==> src/rtl/led_matrix_scanner_pkg.sv <==
// Shared defaults and scan state encoding for the LED matrix scanner.
package led_matrix_scanner_pkg;

    localparam int DEF_ROWS       = 8;
    localparam int DEF_COLS       = 8;
    localparam int DEF_SCAN_TIME  = 1024;
    localparam int DEF_BLANK_TIME = 16;
    localparam int DEF_BRIGHT_W   = 4;

    typedef enum logic [1:0] {
        ST_IDLE  = 2'd0,
        ST_BLANK = 2'd1,
        ST_DRIVE = 2'd2
    } scan_state_t;

endpackage

==> src/rtl/led_frame_buffer.sv <==
// Double-buffered frame store: writes go to the back buffer, reads
// come from the front buffer, swap flips which one is which.
module led_frame_buffer #(
    parameter int ROWS = 8,
    parameter int COLS = 8,
    localparam int RW  = $clog2(ROWS)
) (
    input  logic            clk,
    input  logic            rst,
    input  logic            wr_en,
    input  logic [RW-1:0]   wr_row,
    input  logic [COLS-1:0] wr_data,
    input  logic            swap,
    input  logic [RW-1:0]   rd_row,
    output logic [COLS-1:0] rd_data
);

    logic            front_q;
    logic [COLS-1:0] mem_q [2][ROWS];
    logic            wr_ok;

    assign wr_ok = wr_en && (int'(wr_row) < ROWS);

    // The write targets the pre-swap back buffer even on a swap edge.
    always_ff @(posedge clk or posedge rst) begin
        if (rst) begin
            front_q <= 1'b0;
            for (int b = 0; b < 2; b++) begin
                for (int r = 0; r < ROWS; r++) begin
                    mem_q[b][r] <= '0;
                end
            end
        end else begin
            if (wr_ok) begin
                mem_q[~front_q][wr_row] <= wr_data;
            end
            if (swap) begin
                front_q <= ~front_q;
            end
        end
    end

    assign rd_data = mem_q[front_q][rd_row];

endmodule

==> src/rtl/led_matrix_scanner.sv <==
// Row-multiplexed LED matrix scanner with blanking gap, global PWM
// brightness and frame-boundary buffer swap.
module led_matrix_scanner
    import led_matrix_scanner_pkg::*;
#(
    parameter int ROWS       = DEF_ROWS,
    parameter int COLS       = DEF_COLS,
    parameter int SCAN_TIME  = DEF_SCAN_TIME,
    parameter int BLANK_TIME = DEF_BLANK_TIME,
    parameter int BRIGHT_W   = DEF_BRIGHT_W
) (
    input  logic                    clk,
    input  logic                    rst,
    input  logic                    en,
    input  logic [BRIGHT_W-1:0]     brightness,
    input  logic                    wr_en,
    input  logic [$clog2(ROWS)-1:0] wr_row,
    input  logic [COLS-1:0]         wr_data,
    input  logic                    swap_req,
    output logic                    swap_ack,
    output logic                    frame_start,
    output logic [$clog2(ROWS)-1:0] cur_row,
    output logic [ROWS-1:0]         led_row,
    output logic [COLS-1:0]         led_col
);

    localparam int RW   = $clog2(ROWS);
    localparam int TMAX = (SCAN_TIME > BLANK_TIME) ? SCAN_TIME : BLANK_TIME;
    localparam int TW   = $clog2(TMAX);

    localparam logic [TW-1:0] STEP       = TW'(SCAN_TIME >> BRIGHT_W);
    localparam logic [TW-1:0] SCAN_LAST  = TW'(SCAN_TIME - 1);
    localparam logic [TW-1:0] BLANK_LAST = TW'(BLANK_TIME - 1);
    localparam logic [RW-1:0] ROW_LAST   = RW'(ROWS - 1);

    if (SCAN_TIME % (1 << BRIGHT_W) != 0) begin : g_chk_scan
        $error("SCAN_TIME must be a multiple of 2**BRIGHT_W");
    end
    if (ROWS < 2 || COLS < 1 || BLANK_TIME < 1) begin : g_chk_dims
        $error("ROWS>=2, COLS>=1 and BLANK_TIME>=1 are required");
    end

    scan_state_t         state_q, state_d;
    logic [TW-1:0]       timer_q, timer_d;
    logic [RW-1:0]       row_d;
    logic [BRIGHT_W-1:0] bright_q, bright_d;
    logic                pend_q, pend_d;
    logic                swap_do, fs_d;
    logic [TW-1:0]       thr;
    logic [ROWS-1:0]     led_row_d;
    logic [COLS-1:0]     led_col_d;
    logic [COLS-1:0]     rd_data;

    led_frame_buffer #(
        .ROWS (ROWS),
        .COLS (COLS)
    ) u_fb (
        .clk     (clk),
        .rst     (rst),
        .wr_en   (wr_en),
        .wr_row  (wr_row),
        .wr_data (wr_data),
        .swap    (swap_do),
        .rd_row  (row_d),
        .rd_data (rd_data)
    );

    always_comb begin
        state_d  = state_q;
        timer_d  = timer_q;
        row_d    = cur_row;
        bright_d = bright_q;
        swap_do  = 1'b0;
        fs_d     = 1'b0;
        if (!en) begin
            state_d = ST_IDLE;
            timer_d = '0;
            row_d   = '0;
            swap_do = pend_q && (state_q == ST_IDLE);
        end else begin
            unique case (state_q)
                ST_IDLE: begin
                    state_d = ST_BLANK;
                    timer_d = '0;
                    row_d   = '0;
                    fs_d    = 1'b1;
                    swap_do = pend_q;
                end
                ST_BLANK: begin
                    if (timer_q == BLANK_LAST) begin
                        state_d  = ST_DRIVE;
                        timer_d  = '0;
                        bright_d = brightness;
                    end else begin
                        timer_d = timer_q + 1'b1;
                    end
                end
                ST_DRIVE: begin
                    if (timer_q == SCAN_LAST) begin
                        state_d = ST_BLANK;
                        timer_d = '0;
                        if (cur_row == ROW_LAST) begin
                            row_d   = '0;
                            fs_d    = 1'b1;
                            swap_do = pend_q;
                        end else begin
                            row_d = cur_row + 1'b1;
                        end
                    end else begin
                        timer_d = timer_q + 1'b1;
                    end
                end
                default: state_d = ST_IDLE;
            endcase
        end
        // A request arriving on the swap edge waits for the next boundary.
        pend_d    = swap_do ? swap_req : (pend_q | swap_req);
        thr       = TW'(bright_d) * STEP;
        led_row_d = '0;
        led_col_d = '0;
        if (state_d == ST_DRIVE) begin
            led_row_d = ROWS'(1) << row_d;
            if (timer_d < thr) begin
                led_col_d = rd_data;
            end
        end
    end

    always_ff @(posedge clk or posedge rst) begin
        if (rst) begin
            state_q     <= ST_IDLE;
            timer_q     <= '0;
            bright_q    <= '0;
            pend_q      <= 1'b0;
            cur_row     <= '0;
            swap_ack    <= 1'b0;
            frame_start <= 1'b0;
            led_row     <= '0;
            led_col     <= '0;
        end else begin
            state_q     <= state_d;
            timer_q     <= timer_d;
            bright_q    <= bright_d;
            pend_q      <= pend_d;
            cur_row     <= row_d;
            swap_ack    <= swap_do;
            frame_start <= fs_d;
            led_row     <= led_row_d;
            led_col     <= led_col_d;
        end
    end

endmodule

==> config.mk <==
export PLATFORM = sky130hd
export DESIGN_NAME = led_matrix_scanner
export DESIGN_NICKNAME = d
export VERILOG_FILES = /design/src/rtl/led_matrix_scanner_pkg.sv /design/src/rtl/led_frame_buffer.sv /design/src/rtl/led_matrix_scanner.sv
export SDC_FILE = /design/constraint.sdc
export NUM_CORES = 1
export LEC_CHECK = 0
export ABC_AREA = 0
export ABC_CLOCK_PERIOD_IN_PS = 4800
export BUFFER_PORTS_ARGS = -buffer_cell sky130_fd_sc_hd__buf_2
export CAP_MARGIN = 10
export CORE_MARGIN = 1.5
export CORE_UTILIZATION = 55
export CTS_CLUSTER_DIAMETER = 50
export DETAILED_ROUTE_END_ITERATION = 16
export GPL_TIMING_DRIVEN = 0
export PLACE_DENSITY = 0.85
export SYNTH_ARGS = -nofsm -noshare
export SYNTH_HDL_FRONTEND = slang
export SYNTH_HIERARCHICAL = 1
export SYNTH_SLANG_ARGS = --single-unit
==> constraint.sdc <==
create_clock -name clk -period 4.8 [get_ports clk]
set_input_delay 1.44 -clock clk [delete_from_list [all_inputs] [get_ports clk]]
set_output_delay 1.44 -clock clk [all_outputs]
set_load 0.02 [all_outputs]
==> reports/qor.txt <==
Slowest Stage Delay on Critical Path - 0.44 ns
routability cong. - 0.8929
post-synth top area cell - dfrtp_1
required time worst endpoint - 5.10 ns
number of synthesized register bits - 167
worst hold slack - 0.4880 ns
Post-CTS Setup Inserts - 0
fillers - 957
clock transition at the registers of the reported paths - 0.07 ns
TNS Setup - 0 ns
DRT iter0 DRCs - 453
worst r2r path cells - 15
Cell variety after synth - 56
status - completed
DP HPWL - 12230 um
CP max stage cell - or3_1
largest cells by area after synthesis - dfrtp_1 (53%), mux2_2 (18%), mux4_2 (9.2%), nand2_1 (1.7%), ha_1 (1.6%)
synthesized area - 7828 um2
crit end category - flop
max cap viols - 0
post-route ant nets - 0
CTS Buffer Depth - 2
FFs w/ async S/R, synth - 1.000
Post-synth EDFFs - 0
CP Cell Sequence - ha_1, nand3_1, clkbuf_1, or3_1, clkbuf_1, nor3_1, o21a_1, buf_2, buf_2, buf_2, mux4_2, a22oi_1, nand2_1, nand2_1, nor3_4
startpoint types - flop
Slew headroom - 0.3613
fraction of layout cells with a size suffix above 1 - 0.4319
Final Util - 0.6416
ys flop type - dfrtp_1
Ys Warns - 6
Die ar. - 14960 um2
placed cell area - 8339 um2
minimum clock period - 3.995 ns
Finish-stage setup viols - 0
crit path kind - reg -> reg
num rows - 43
Design Area, Final - 8906 um2
Root Buffer - clkbuf_16
worst setup path endpoint - led_col[7]
most frequent cell after synthesis - dfrtp_1
Post-Route WL - 17830 um
Worst EP arrival - 4.30 ns
DR pass1 iterations - 8
Ports - 41
Starting Density - 0.5639
CP dominant cell by count - buf_2
initial antenna violation count - 0
register area share after synthesis - 0.5339
CTS tree - built
Hold Path Class - reg -> reg
R2R Path End - led_col[7]
Final Max Slew Viols - 0
hold_buf cts - 0
worst-margin pin slew - 0.9570 ns
CTS sink count - 167
worst reg2reg setup slack - 0.80 ns
Via density - 6.305
Crit Path Max Fanout - 10
WL/cell - 21.77 um
Area Growth Syn to Fin - 13.78%
FF-to-FF Start - timer_q[0]
Buffers on Ports - 40
first-pass GRT wire length - 28990 um
CTS H-tree lvls - 4
DR vias - 5164
pwr/cell area - 546.0 nW/um2
fin crit share - 0.8324
largest net degree at the start of global routing - 47
Num CTS Buffers - 17
Static Leak - 3.993 nW
DRC - 0
die height - 122.3 um
skew final - 0.005490 ns
Critical Path Source - timer_q[0]
top-area cell type share of the netlist area - 0.5339
Clock Latency Late Sink - 0.43 ns
total gr overflow - 0
total track usage - 0.2594
Commonest cells post-synth - dfrtp_1 (167), mux2_2 (127), nand2_1 (35)
total power draw - 0.004863 W
Post-Syn Area per Cell - 13.90 um2
core area - 13880 um2
Max Clk Rate - 0.2503 GHz
Fin. Hold Viols - 0
vias in the first global route - 5496
syn nets - 593
RSZ-0062 raised after global routing - false
post-CTS sizing - 0
Peak VDD IR - 274.6 uV
final net count - 656
Cells after Synth - 563
DIE WIDTH - 122.3 um
antenna diode count - 0
==> placed cells by master, fill, tap and decap left out, types with 4 or more instances in the layout <==
cell type,n
clkbuf_1,17
nor3b_1,4
nand3_1,6
nor2_1,9
nand2_1,35
and3_1,6
nor2b_1,4
buf_4,4
clkbuf_16,17
a21o_1,5
mux4_2,32
mux2_2,127
buf_2,49
mux2i_1,4
nor2_2,9
nor3_2,7
o21ai_0,9
ha_1,10
nor3_1,14
or3_1,5
inv_1,10
nand2b_1,5
dfrtp_1,167
a22oi_1,16
clkinv_4,4
==> cells by family after synthesis <==
family / after synthesis / share of synthesized area
adder cells (fa/ha/maj): 10 / 0.01598
flip-flops: 167 / 0.5339
XOR/XNOR: 3 / 0.003357
multiplexers: 164 / 0.2813
AO/OA/AOI/OAI: 53 / 0.05003
AND/OR/NAND/NOR: 124 / 0.09095
buffers and inverters: 42 / 0.02446
==> cell type report <==
type,count,area (um2),area share
clock inverters,13,123.9,0.01391
well taps,180,225.2,0.02529
repair buffers,44,282.8,0.03175
inverters,11,45.04,0.005058
clock buffers,19,442.9,0.04973
flip-flops and latches,167,4179,0.4692
multi-input cells,354,3457,0.3882
plain buffers,31,150.1,0.01686
==> registers in the layout, summed over array words and instances (netlist names) <==
register,flops
led_col,8
bright_q,4
u_fb/mem_q,128
pend_q,1
u_fb/front_q,1
state_q,2
led_row,8
timer_q,10
swap_ack,1
cur_row,3
frame_start,1
==> power by group <==
part / switching (W) / leakage, nW / total, W / internal, W
registers: 0.000297 / 2.09 / 0.00225 / 0.00195
logic: 0.000529 / 1.62 / 0.00131 / 0.000783
clock network: 0.000572 / 0.276 / 0.00131 / 0.000734
total: 0.00140 / 3.99 / 0.00486 / 0.00347
==> metal layers <==
layer,vias to the layer above,part of all wire,global-route usage
met4,0,0.026,0.1112
met1,2657,0.39,0.3251
met5,-,0,0
met2,247,0.51,0.4351
met3,40,0.067,0.05901
li1,2220,-,-
==> per-stage QoR <==
| step | setup slack (ns) | std cells |
|---|---|---|
| final | 0.8047 | 819 |
| after global routing | 0.5856 | 819 |
| after CTS | 0.8555 | 819 |
| after floorplan | 1.300 | 563 |
| after detailed placement | 0.6789 | 787 |
| after global placement | 0.7869 | 783 |
==> worst min-delay path by stage <==
| stage | start | endpoint | slack (ns) | cells past startpoint |
|---|---|---|---|---|
| after floorplan | pend_q | pend_q | 0.44 | 1 |
| after global placement | pend_q | pend_q | 0.45 | 1 |
| after detailed placement | u_fb/mem_q[115] | u_fb/mem_q[115] | 0.48 | 1 |
| after CTS | u_fb/mem_q[115] | u_fb/mem_q[115] | 0.50 | 1 |
| after global routing | u_fb/mem_q[92] | u_fb/mem_q[92] | 0.52 | 1 |
| final | pend_q | pend_q | 0.49 | 1 |
==> critical path, delay by kind of cell, from the launching register on <==
kind	cells	cell delay (ns)
AND/OR/NAND/NOR	6	1.13
flip-flops	1	0.39
multiplexers	1	0.38
AO/OA/AOI/OAI	2	0.38
buffers and inverters	5	1.34
adder cells (fa/ha/maj)	1	0.23
Power figures use the tool's default switching activity.
